## src/rtl/seg7_pattern_reader_if.sv

```systemverilog
// Bundle between a 7-segment bus sampler and its digit consumer.
// The slave side is the reader: it takes hex_in and out_ready and produces the digit stream.
// The master side is whoever drives the display bus and consumes the digits.
interface seg7_pattern_reader_if;
    logic [6:0] hex_in;
    logic       out_ready;
    logic       out_valid;
    logic [3:0] out_digit;
    logic       out_err;
    logic       overrun;

    modport slave (
        input  hex_in,
        input  out_ready,
        output out_valid,
        output out_digit,
        output out_err,
        output overrun
    );

    modport master (
        output hex_in,
        output out_ready,
        input  out_valid,
        input  out_digit,
        input  out_err,
        input  overrun
    );
endinterface

```

## src/rtl/seg7_pattern_reader.sv

```systemverilog
// Recovers a hex digit from an active-low 7-segment bus {g,f,e,d,c,b,a} after glitch filtering.
// Latency: STABLE_CYCLES+1 edges from the first sample of a new pattern to out_valid.
// Backpressure: one-entry output; a new report arriving while full and not ready is dropped and sets sticky overrun.
module seg7_pattern_reader #(
    parameter int STABLE_CYCLES = 4
) (
    input logic                   clk,
    input logic                   reset,
    seg7_pattern_reader_if.slave  bus
);
    localparam int            CW      = $clog2(STABLE_CYCLES + 1);
    localparam logic [CW-1:0] CNT_MAX = CW'(STABLE_CYCLES);
    localparam logic [CW-1:0] CNT_ARM = CW'(STABLE_CYCLES - 1);
    localparam logic [6:0]    BLANK   = 7'b1111111;

    typedef enum logic {EMPTY, FULL} state_t;

    logic [6:0]    hex_q;
    logic [6:0]    prev;
    logic [6:0]    last_acc;
    logic [CW-1:0] cnt;
    logic          accept;

    state_t        state, state_nx;
    logic [3:0]    digit, digit_nx;
    logic          err, err_nx;
    logic          ovr, ovr_nx;

    logic          glyph_ok;
    logic          glyph_blank;
    logic [3:0]    glyph_digit;

    // An accepted pattern is the one that has just completed its stability run and differs from the last accepted one.
    assign accept = (hex_q == prev) && (cnt == CNT_ARM) && (prev != last_acc);

    // Input register and stability tracker; the counter saturates so a held pattern fires only once.
    always_ff @(posedge clk) begin
        if (reset) begin
            hex_q    <= BLANK;
            prev     <= BLANK;
            last_acc <= BLANK;
            cnt      <= '0;
        end else begin
            hex_q <= bus.hex_in;
            if (hex_q != prev) begin
                prev <= hex_q;
                cnt  <= CW'(1);
            end else if (cnt < CNT_MAX) begin
                cnt <= cnt + CW'(1);
            end
            if (accept) begin
                last_acc <= prev;
            end
        end
    end

    // Glyph lookup on the pattern being accepted.
    always_comb begin
        glyph_ok    = 1'b1;
        glyph_blank = 1'b0;
        glyph_digit = 4'h0;
        case (prev)
            7'b1000000: glyph_digit = 4'h0;
            7'b1111001: glyph_digit = 4'h1;
            7'b0100100: glyph_digit = 4'h2;
            7'b0110000: glyph_digit = 4'h3;
            7'b0011001: glyph_digit = 4'h4;
            7'b0010010: glyph_digit = 4'h5;
            7'b0000010: glyph_digit = 4'h6;
            7'b1111000: glyph_digit = 4'h7;
            7'b0000000: glyph_digit = 4'h8;
            7'b0010000: glyph_digit = 4'h9;
            7'b0001000: glyph_digit = 4'hA;
            7'b0000011: glyph_digit = 4'hB;
            7'b1000110: glyph_digit = 4'hC;
            7'b0100001: glyph_digit = 4'hD;
            7'b0000110: glyph_digit = 4'hE;
            7'b0001110: glyph_digit = 4'hF;
            7'b1111111: begin
                glyph_ok    = 1'b0;
                glyph_blank = 1'b1;
            end
            default:    glyph_ok = 1'b0;
        endcase
    end

    // Output state and data registers.
    always_ff @(posedge clk) begin
        if (reset) begin
            state <= EMPTY;
            digit <= 4'h0;
            err   <= 1'b0;
            ovr   <= 1'b0;
        end else begin
            state <= state_nx;
            digit <= digit_nx;
            err   <= err_nx;
            ovr   <= ovr_nx;
        end
    end

    // Next-state logic: blank accepts never produce output; a non-blank accept while full needs ready to replace the held data.
    always_comb begin
        state_nx = state;
        digit_nx = digit;
        err_nx   = err;
        ovr_nx   = ovr;
        case (state)
            EMPTY: begin
                if (accept && !glyph_blank) begin
                    digit_nx = glyph_ok ? glyph_digit : 4'h0;
                    err_nx   = !glyph_ok;
                    state_nx = FULL;
                end
            end
            FULL: begin
                if (accept && !glyph_blank) begin
                    if (bus.out_ready) begin
                        digit_nx = glyph_ok ? glyph_digit : 4'h0;
                        err_nx   = !glyph_ok;
                    end else begin
                        ovr_nx = 1'b1;
                    end
                end else if (bus.out_ready) begin
                    state_nx = EMPTY;
                end
            end
            default: state_nx = EMPTY;
        endcase
    end

    assign bus.out_valid = (state == FULL);
    assign bus.out_digit = digit;
    assign bus.out_err   = err;
    assign bus.overrun   = ovr;
endmodule
```

## src/flat_wrapper.sv

```systemverilog
// flat-port wrapper written by rule: the top's interface ports become plain ports
module seg7_pattern_reader_flat 
#(
    parameter int STABLE_CYCLES = 4
)
  (clk, reset, bus_hex_in, bus_out_ready, bus_out_valid, bus_out_digit, bus_out_err, bus_overrun);
  seg7_pattern_reader_if bus_i ();
  input logic clk;
  input logic reset;
  input wire logic [$bits(bus_i.hex_in)-1:0] bus_hex_in;
  input wire logic [$bits(bus_i.out_ready)-1:0] bus_out_ready;
  output wire logic [$bits(bus_i.out_valid)-1:0] bus_out_valid;
  output wire logic [$bits(bus_i.out_digit)-1:0] bus_out_digit;
  output wire logic [$bits(bus_i.out_err)-1:0] bus_out_err;
  output wire logic [$bits(bus_i.overrun)-1:0] bus_overrun;
  assign bus_i.hex_in = bus_hex_in;
  assign bus_i.out_ready = bus_out_ready;
  assign bus_out_valid = bus_i.out_valid;
  assign bus_out_digit = bus_i.out_digit;
  assign bus_out_err = bus_i.out_err;
  assign bus_overrun = bus_i.overrun;
  seg7_pattern_reader #(.STABLE_CYCLES(STABLE_CYCLES)) u_core (.clk(clk), .reset(reset), .bus(bus_i));
endmodule
```

## config.mk

```make
export PLATFORM = sky130hd
export DESIGN_NAME = seg7_pattern_reader_flat
export DESIGN_NICKNAME = d
export VERILOG_FILES = /design/src/rtl/seg7_pattern_reader_if.sv /design/src/rtl/seg7_pattern_reader.sv /design/src/flat_wrapper.sv
export SDC_FILE = /design/constraint.sdc
export NUM_CORES = 1
export LEC_CHECK = 0
export ABC_AREA = 0
export BUFFER_PORTS_ARGS = -buffer_cell sky130_fd_sc_hd__buf_2
export CORE_MARGIN = 4
export CORE_UTILIZATION = 30
export DETAILED_ROUTE_END_ITERATION = 12
export HOLD_SLACK_MARGIN = 0.12
export SYNTH_ARGS = -nofsm -noshare
export SYNTH_HDL_FRONTEND = slang
export SYNTH_SLANG_ARGS = --single-unit
```

## constraint.sdc

```tcl
create_clock -name clk -period 1.8 [get_ports clk]
set_clock_uncertainty 0.1 [all_clocks]
set_input_delay 0.09 -clock clk [delete_from_list [all_inputs] [get_ports clk]]
set_output_delay 0.09 -clock clk [all_outputs]
set_load 0.1 [all_outputs]
```

==> flow_metrics.env, run 1 <==
export IMPL_num_nets_final=232
export IMPL_setup_viol=0
export IMPL_crit_start="u_core.prev[1]$_SDFFE_PP1P_"
export IMPL_crit_type="register to register"
export IMPL_ant_nets=0
export IMPL_ios=17
export IMPL_core_region_area_um2=5240
export IMPL_drt_initial_drc_count=92
export IMPL_dpl_cell_count=268
export IMPL_seq_area_frac_synth=0.373
export IMPL_synth_nets=189
export IMPL_fin_crit_ns=1.77
export IMPL_htreeDepth=2
export IMPL_synth_area_um2=1660
export IMPL_clock_sinks=31
export IMPL_clk_pin_slew_ns=0.07
export IMPL_grt_usage=0.119
export IMPL_slew_headroom=0.674
export IMPL_cp_depth=7
export IMPL_syn_area_per_cell_um2=9.40
export IMPL_netlist_instances=177
export IMPL_overflow=0
export IMPL_crit_chain="buf_4 -> xnor2_1 -> nand4_1 -> buf_4 -> o211a_4 -> mux2i_1 -> nand2_1"
export IMPL_leakage_nw=0.849
export IMPL_port_buffers=16
export IMPL_hold_viol_final=0
export IMPL_rsz0062_at_grt="true"
export IMPL_synth_cell_types=56
export IMPL_synth_edff_count=0
export IMPL_fp_dieW_um=82.5
export IMPL_vias=1398
export IMPL_drv_cap=0
export IMPL_r2r_end="u_core.last_acc[3]$_SDFFE_PP1P_"
export IMPL_antenna_found_initial=0
export IMPL_viasPerCell=4.80
export IMPL_cp_slowest_cell="dfxtp_4"
export IMPL_critPathTopFamily="flip-flops"
export IMPL_utilization=0.420
export IMPL_cts_buffers=5
export IMPL_gp_congestion=0.863
export IMPL_hold_class="register to register"
export IMPL_ys_ff_latch=31
export IMPL_final_common_cell="buf_4"
export IMPL_insertion_delay_ns=0.28
export IMPL_cp_data_required_time_ns=1.88
export IMPL_die_y_um=82.5
export IMPL_cts_root_buf="clkbuf_8"
export IMPL_yosysWarnings=0
export IMPL_drtPass1Iterations=4
export IMPL_dp_hpwl_mm=2.53
export IMPL_drt_wirelength_per_cell_um=13.0
export IMPL_worstReg2RegStart="u_core.prev[1]$_SDFFE_PP1P_"
export IMPL_power_density_nw_per_um2=657
export IMPL_crit_end="u_core.last_acc[3]$_SDFFE_PP1P_"
export IMPL_diodes=0
export IMPL_period_share=0.983
export IMPL_grt_max_degree=24
export IMPL_clk_path_buf_depth=2
export IMPL_worst_path_max_fanout=7
export IMPL_row_count=26
export IMPL_synthArstFlopShare=0
export IMPL_drt_total_wl_mm=3.79
export IMPL_r2r_cells=7
export IMPL_status="finished clean"
export IMPL_tightestPinTransition_ns=0.493
export IMPL_area_growth_pct=32.1
export IMPL_cts_tree="built"
export IMPL_timing_fmax_mhz=565
export IMPL_crit_arrival_ns=1.85
export IMPL_synthFlopType="dfxtp_1"
export IMPL_worstSetupEndpointType="register"
export IMPL_slowest_delay_ns=0.37
export IMPL_grt_pass1_wl_mm=5.98
export IMPL_dieArea_um2=6800
export IMPL_drc=0
export IMPL_finalMaxSlewViolations=0
export IMPL_path_common_cell="buf_4"
export IMPL_final_cell_mix="buf_4, dfxtp_1, buf_2"
export IMPL_fin_cells=291
export IMPL_r2r_slack_ns=0.03
export IMPL_critPathBufInv=2
export IMPL_startpoint_type="register"
export IMPL_start_util=0.318
export IMPL_drive_gt1_frac=0.412
export IMPL_vdd_ir_drop_max_mv=0.414
export IMPL_grt_pass1_vias=1287
final cells by class:
| cell class | instances | area [um^2] |
|---|---|---|
| multi-input combinational | 125 | 977 |
| fill | 514 | 3040 |
| timing repair buffer | 51 | 390 |
| sequential | 31 | 636 |
| clock buffer | 6 | 72.6 |
| clock inverter | 2 | 12.5 |
| tap | 70 | 87.6 |
| inverter | 6 | 22.5 |
worst min path at each step:
stage	startpoint	to	slack, ns	cells past startpoint
after global routing	u_core.hex_q[5]$_SDFF_PP1_	u_core.prev[5]$_SDFFE_PP1P_	0.39	1
after detailed placement	bus_hex_in[2]	u_core.hex_q[2]$_SDFF_PP1_	0.17	2
after global placement	bus_hex_in[2]	u_core.hex_q[2]$_SDFF_PP1_	0.17	2
final	u_core.hex_q[4]$_SDFF_PP1_	u_core.prev[4]$_SDFFE_PP1P_	0.36	1
after CTS	u_core.hex_q[4]$_SDFF_PP1_	u_core.prev[4]$_SDFFE_PP1P_	0.36	1
after floorplan	bus_hex_in[0]	u_core.hex_q[0]$_SDFF_PP1_	0.09	1
repair_timing:
action | CTS | global route
gates resized for setup | 5 | 17
setup buffers | 0 | 5
gates cloned | 0 | 1
pin swaps | 1 | 9
hold buffers | 9 | 0
hold endpoints to repair | 16 | 0
endpoints found under the setup margin | 14 | 11
synthesized netlist by cell type, drive strengths merged, types with 2 or more instances:
| cell | n | area share |
|---|---|---|
| a211o | 2 | 0.011 |
| a211oi | 6 | 0.036 |
| a21oi | 5 | 0.017 |
| a31oi | 2 | 0.0075 |
| a32oi | 2 | 0.011 |
| and2 | 4 | 0.015 |
| and4bb | 2 | 0.015 |
| buf | 14 | 0.062 |
| clkbuf | 2 | 0.0045 |
| dfxtp | 31 | 0.37 |
| ha | 2 | 0.015 |
| inv | 5 | 0.011 |
| mux2i | 8 | 0.048 |
| nand2 | 12 | 0.027 |
| nand2b | 2 | 0.012 |
| nand3 | 4 | 0.012 |
| nand4 | 3 | 0.011 |
| nor2 | 8 | 0.018 |
| nor3 | 5 | 0.015 |
| nor4 | 2 | 0.017 |
| o211a | 2 | 0.017 |
| o21ai | 3 | 0.0090 |
| or2 | 15 | 0.056 |
| xnor2 | 9 | 0.047 |
| xor2 | 6 | 0.032 |
cells by family after synthesis:
kind of cell    count (synthesis)  share of synthesized area
simple gates                   66                      0.241
xor+xnor                       15                     0.0789
compound gates                 33                      0.164
fa+ha+maj                       2                     0.0150
mux                             8                     0.0481
flops                          31                      0.373
buf+inv                        22                     0.0804
routing by layer:
layer,vias up,track usage,wire [um],share of wire
met1,648,0.151,1750,0.46
met3,6,0.0456,173,0.046
met2,29,0.178,1780,0.47
met4,0,0.0498,92,0.024
li1,715,-,-,-
met5,-,0,0,0
registers in the layout, summed over array words and instances (netlist names):
| register | count |
|---|---|
| u_core.cnt | 3 |
| u_core.bus.out_valid | 1 |
| u_core.last_acc | 7 |
| u_core.bus.overrun | 1 |
| u_core.prev | 7 |
| u_core.bus.out_err | 1 |
| u_core.bus.out_digit | 4 |
| u_core.hex_q | 7 |
report_power, final:
part           switching, W  total [W]  internal (W)
clock              0.000258   0.000528      0.000269
sequential        0.0000202   0.000723      0.000703
combinational     0.0000904   0.000193      0.000103
total              0.000369    0.00144       0.00108
per-stage QoR:
stage	setup TNS (ns)	hold WS (ns)	power [W]	setup WS (ns)	area (um^2)
floorplan	0	0.0938	0.000840	0.119	1670
global placement	-0.355	0.173	0.000891	-0.0677	1890
detailed placement	-1.00	0.175	0.000893	-0.118	1890
CTS	-0.00244	0.365	0.00145	-0.00244	2080
global route	-0.614	0.388	0.00152	-0.0784	2200
finish	0	0.359	0.00144	0.0315	2200
Power figures use the tool's default switching activity.
==> run 2: changes to the inputs <==
clock period = 1.6 ns   (was 1.8 ns; I/O delays follow)
==> run 2 against run 1 <==
  * Largest cell class unchanged
  * The flow now finishes with violations (setup timing)
  * Hold slack improved by 0.0061 ns
  * First-iteration DRC count fell by 7.6%
  * Routed wire length fell by 3.0%
==> flow_metrics.env, run 2 (synthesized netlist as in run 1, its figures left out) <==
export IMPL_status="finished with violations"
export IMPL_violations="setup timing"
export IMPL_setup_tns_ns=-1.31
export IMPL_fp_dieW_um=82.5
export IMPL_r2r_cells=6
export IMPL_drv_cap=0
export IMPL_period_share=1.09
export IMPL_power_frac_seq=0.417
export IMPL_worstReg2RegStart="u_core.hex_q[1]$_SDFF_PP1_"
export IMPL_final_common_cell="buf_4"
export IMPL_num_nets_final=248
export IMPL_cp_data_required_time_ns=1.66
export IMPL_clk_path_buf_depth=2
export IMPL_dp_hpwl_mm=2.64
export IMPL_port_buffers=16
export IMPL_hold_class="register to register"
export IMPL_row_count=26
export IMPL_worst_path_max_fanout=7
export IMPL_combPwrFrac=0.120
export IMPL_fillers=491
export IMPL_timing_final_ws_setup_ns=-0.146
export IMPL_htreeDepth=2
export IMPL_timing_fmax_mhz=573
export IMPL_ant_nets=0
export IMPL_p_sw_frac=0.207
export IMPL_diodes=0
export IMPL_dieArea_um2=6800
export IMPL_grt_max_degree=24
export IMPL_whs_path_depth=1
export IMPL_fin_cells=307
export IMPL_setup_viol=14
export IMPL_clock_sinks=31
export IMPL_grt_pass1_vias=1370
export IMPL_drt_total_wl_mm=3.68
export IMPL_cts_root_buf="clkbuf_8"
export IMPL_clk_pin_slew_ns=0.07
export IMPL_grt_usage=0.120
export IMPL_hold_start="u_core.hex_q[4]$_SDFF_PP1_"
export IMPL_vias=1450
export IMPL_tightestPinTransition_ns=0.490
export IMPL_dpl_cell_count=286
export IMPL_gp_congestion=0.819
export IMPL_reg_top3="u_core.hex_q x7, u_core.last_acc x7, u_core.prev x7"
export IMPL_clkPwrFrac=0.463
export IMPL_antenna_found_initial=0
export IMPL_viasPerCell=4.72
export IMPL_insertion_delay_ns=0.28
export IMPL_worstSetupEndpointType="register"
export IMPL_core_region_area_um2=5240
export IMPL_hold_end="u_core.prev[4]$_SDFFE_PP1P_"
export IMPL_drt_wirelength_per_cell_um=12.0
export IMPL_drive_gt1_frac=0.481
export IMPL_area_growth_pct=43.4
export IMPL_p_int_w=0.00154
export IMPL_power_total_w=0.00195
export IMPL_overflow=0
export IMPL_power_density_nw_per_um2=817
export IMPL_vdd_ir_drop_max_mv=0.516
export IMPL_cts_tree="built"
export IMPL_crit_type="register to register"
export IMPL_die_y_um=82.5
export IMPL_drt_initial_drc_count=85
export IMPL_crit_arrival_ns=1.81
export IMPL_ios=17
export IMPL_r2r_end="u_core.last_acc[4]$_SDFFE_PP1P_"
export IMPL_fin_crit_ns=1.75
export IMPL_cts_buffers=5
export IMPL_grt_pass1_wl_mm=6.30
export IMPL_rsz0062_at_grt="true"
export IMPL_r2r_slack_ns=-0.15
export IMPL_slew_headroom=0.676
export IMPL_drtPass1Iterations=6
export IMPL_finalMaxSlewViolations=0
export IMPL_startpoint_type="register"
export IMPL_drc=0
export IMPL_final_cell_mix="buf_4, dfxtp_1, buf_2"
export IMPL_power_switching_w=0.000404
export IMPL_hold_viol_final=0
export IMPL_leakage_nw=0.946
export IMPL_start_util=0.318
run 2: changes by cell type in the layout (fill, tap and decap cells not counted), sizes merged:
cell      change
buf          +17
bufinv        +2
clkinv        -1
clkinvlp      -1
o211a         -1
run 2: metal layers:
layer / share of wire / global-route usage / vias up
li1: - / - / 737
met1: 0.49 / 0.162 / 689
met2: 0.47 / 0.187 / 19
met3: 0.033 / 0.0260 / 5
met4: 0.0076 / 0.0399 / 0
met5: 0 / 0 / -
run 2: worst max path at each step:
stage          slack (ns)                              endpoint  cells after the start                        start
3_5_place_dp        -0.24  u_core.bus.out_digit[2]$_SDFFE_PP0P_                      7  u_core.prev[1]$_SDFFE_PP1P_
5_1_grt             -0.28       u_core.last_acc[4]$_SDFFE_PP1P_                      7  u_core.prev[3]$_SDFFE_PP1P_
4_1_cts             -0.17       u_core.last_acc[4]$_SDFFE_PP1P_                      6  u_core.prev[4]$_SDFFE_PP1P_
3_3_place_gp        -0.23  u_core.bus.out_digit[3]$_SDFFE_PP0P_                      7  u_core.prev[1]$_SDFFE_PP1P_
6_report            -0.15       u_core.last_acc[4]$_SDFFE_PP1P_                      6   u_core.hex_q[1]$_SDFF_PP1_
2_1_floorplan       -0.04       u_core.last_acc[2]$_SDFFE_PP1P_                      7  u_core.prev[1]$_SDFFE_PP1P_
run 2: critical path, cell delays in order, from the launching register on:
cell	delay, ns
dfxtp_1	0.33
xor2_2	0.19
nor4_4	0.34
o211a_4	0.27
buf_12	0.14
mux2i_1	0.18
nand2_1	0.08
run 2: repair_timing:
item                       in CTS  in global routing
pin swaps                       8                  4
hold endpoints to repair        9                  0
setup buffers                   4                  0
gates resized for setup        18                 11
hold buffers                    9                  0
setup endpoints to repair      17                 17
run 2: per-stage QoR:
| stage | hold slack (ns) | area (um^2) | util | worst slack, ns |
|---|---|---|---|---|
| after floorplan | 0.0838 | 1670 | - | -0.0367 |
| after global placement | 0.163 | 2030 | 0.388 | -0.233 |
| after detailed placement | 0.164 | 2030 | 0.388 | -0.243 |
| after CTS | 0.365 | 2320 | 0.444 | -0.166 |
| after global routing | 0.388 | 2390 | 0.456 | -0.283 |
| final | 0.365 | 2390 | 0.456 | -0.146 |
run 2: area by class of cell:
class                           count  area (um^2)  area share
Clock buffer                        6         72.6      0.0304
Inverter                            6         22.5     0.00944
Timing Repair Buffer               68          520       0.218
Clock inverter                      2         60.1      0.0252
Multi-Input combinational cell    124          988       0.414
Sequential cell                    31          634       0.266
Tap cell                           70         87.6      0.0367
run 2: power by group through the flow:
stage / registers [W] / clock network (W) / logic [W]
after floorplan: 0.000819 / 0 / 0.000128
after global placement: 0.000828 / 0 / 0.000196
after detailed placement: 0.000828 / 0 / 0.000198
after CTS: 0.000811 / 0.000927 / 0.000225
after global routing: 0.000815 / 0.000963 / 0.000257
final: 0.000812 / 0.000903 / 0.000233
==> run 3: changes to the inputs <==
TNS_END_PERCENT = 1   (was default)
==> run 3 against run 2 <==
  * The run still ends with setup timing left
  * Clock power down 29%
  * Cell area is 0.16% higher
  * First-iteration DRC count increased by 18%
  * Utilization up 0.072 points
  * Worst setup slack gained 0.018 ns
  * Power decreased by 12%
  * Fmax grew 1.1%
  * Routed wire length is 7.3% higher
  * Largest cell class unchanged
  * Highest routed layer unchanged
==> flow_metrics.env, run 3 (synthesized netlist as in run 1, its figures left out) <==
export IMPL_status="finished with violations"
export IMPL_violations="setup timing"
export IMPL_p_sw_frac=0.276
export IMPL_critPathTopFamily="simple AND/OR/NAND/NOR gates"
export IMPL_finalMaxSlewViolations=0
export IMPL_worst_path_max_fanout=8
export IMPL_grt_pass1_vias=1334
export IMPL_drc=0
export IMPL_slowest_delay_ns=0.33
export IMPL_area_growth_pct=43.6
export IMPL_overflow=0
export IMPL_drtPass1Iterations=4
export IMPL_clk_pin_slew_ns=0.07
export IMPL_worstSetupEndpointType="register"
export IMPL_rsz0062_at_grt="true"
export IMPL_cp_data_required_time_ns=1.71
export IMPL_grt_usage=0.128
export IMPL_startpoint_type="register"
export IMPL_core_region_area_um2=5240
export IMPL_port_buffers=16
export IMPL_ios=17
export IMPL_p_int_w=0.00124
export IMPL_power_frac_seq=0.475
export IMPL_drive_gt1_frac=0.494
export IMPL_power_total_w=0.00171
export IMPL_crit_type="register to register"
export IMPL_crit_arrival_ns=1.84
export IMPL_dp_hpwl_mm=2.63
export IMPL_fp_dieW_um=82.5
export IMPL_drt_wirelength_per_cell_um=13.0
export IMPL_r2r_slack_ns=-0.13
export IMPL_power_density_nw_per_um2=717
export IMPL_path_common_cell="ha_1"
export IMPL_drt_initial_drc_count=100
export IMPL_ant_nets=0
export IMPL_hold_class="register to register"
export IMPL_critPathBufInv=0
export IMPL_gp_congestion=0.842
export IMPL_cts_buffers=5
export IMPL_antenna_found_initial=0
export IMPL_vias=1460
export IMPL_dieArea_um2=6800
export IMPL_row_count=26
export IMPL_hold_viol_final=0
export IMPL_slew_headroom=0.675
export IMPL_num_nets_final=246
export IMPL_combPwrFrac=0.148
export IMPL_crit_chain="ha_1 -> ha_1 -> and4bb_2 -> o211a_4 -> and2_4 -> a211oi_2"
export IMPL_timing_fmax_mhz=579
export IMPL_grt_max_degree=24
export IMPL_die_y_um=82.5
export IMPL_timing_final_ws_setup_ns=-0.127
export IMPL_grt_pass1_wl_mm=6.58
export IMPL_htreeDepth=2
export IMPL_period_share=1.08
export IMPL_cp_slowest_cell="dfxtp_2"
export IMPL_setup_tns_ns=-1.15
export IMPL_dpl_worst_slack_ns=-0.232
export IMPL_clk_path_buf_depth=2
export IMPL_power_switching_w=0.000473
export IMPL_insertion_delay_ns=0.29
export IMPL_tightestPinTransition_ns=0.484
export IMPL_diodes=0
export IMPL_final_common_cell="buf_4"
export IMPL_drt_total_wl_mm=3.95
export IMPL_cts_root_buf="clkbuf_8"
export IMPL_clock_sinks=31
export IMPL_drv_cap=0
export IMPL_fillers=504
export IMPL_setup_viol=15
export IMPL_final_cell_mix="buf_4, dfxtp_1, buf_2"
export IMPL_leakage_nw=0.936
export IMPL_cts_tree="built"
export IMPL_fin_crit_ns=1.73
export IMPL_clkPwrFrac=0.377
export IMPL_viasPerCell=4.79
export IMPL_reg_top3="u_core.hex_q x7, u_core.last_acc x7, u_core.prev x7"
export IMPL_vdd_ir_drop_max_mv=0.669
export IMPL_start_util=0.318
-- run 3: cell types whose count changed in the layout (fill, tap and decap cells not counted), moves of 2 or more --
cell / before / now
a21oi_1: 2 / 4
clkinvlp_4: 0 / 2
buf_6: 4 / 2
xnor2_2: 1 / 3
ha_2: 2 / 0
xnor2_1: 8 / 6
dfxtp_2: 8 / 6
bufinv_16: 2 / 0
a21oi_2: 3 / 1
ha_1: 0 / 2
-- run 3: path summary, 6_finish.rpt --
path                                            startpoint  cells past startpoint                                   end
worst min-delay path            u_core.hex_q[6]$_SDFF_PP1_                      1           u_core.prev[6]$_SDFFE_PP1P_
worst min register to register  u_core.hex_q[6]$_SDFF_PP1_                      1           u_core.prev[6]$_SDFFE_PP1P_
worst max-delay path            u_core.cnt[0]$_SDFFE_PP0P_                      6  u_core.bus.out_digit[0]$_SDFFE_PP0P_
worst max register to register  u_core.cnt[0]$_SDFFE_PP0P_                      6  u_core.bus.out_digit[0]$_SDFFE_PP0P_
-- run 3: final cells by class --
class / count / area (um^2) / area share
inverters: 6 / 22.5 / 0.00942
clock inverters: 3 / 23.8 / 0.00995
clock buffers: 5 / 68.8 / 0.0288
repair buffers: 65 / 490 / 0.205
well taps: 70 / 87.6 / 0.0366
multi-input cells: 125 / 1060 / 0.444
flip-flops and latches: 31 / 636 / 0.266
-- run 3: power groups by stage --
stage | sequential (W) | clock, W | combinational, W
finish | 0.000814 | 0.000645 | 0.000253
global route | 0.000818 | 0.000699 | 0.000276
CTS | 0.000810 | 0.000660 | 0.000249
detailed placement | 0.000828 | 0 | 0.000202
global placement | 0.000827 | 0 | 0.000202
floorplan | 0.000819 | 0 | 0.000128
-- run 3: timing repair --
item                                    4_1_cts  5_1_grt
pin swaps                                    10        3
hold endpoints to repair                     12        0
hold buffers                                  9        0
resized for setup                            22       13
cloned                                        1        0
setup buffers                                 3        2
endpoints found under the setup margin       17       17
-- run 3: worst reg2reg max path, delay by kind of cell (launching register included) --
family / cells / cell delay, ns
flops: 1 / 0.33
fa+ha+maj: 2 / 0.39
compound gates: 2 / 0.39
simple gates: 2 / 0.45
-- run 3: layer usage --
layer,up-vias,part of all wire,track usage
met4,0,0.025,0.0515
met5,-,0,0
met1,681,0.48,0.171
li1,737,-,-
met3,11,0.039,0.0304
met2,31,0.46,0.199
-- run 3: stage by stage --
step	cell area, um^2	hold slack, ns	util	cells
3_5_place_dp	2020	0.164	0.387	283
4_1_cts	2340	0.373	0.447	304
2_1_floorplan	1670	0.0838	-	177
6_report	2390	0.375	0.456	305
3_3_place_gp	2020	0.163	0.387	283
5_1_grt	2390	0.402	0.456	305
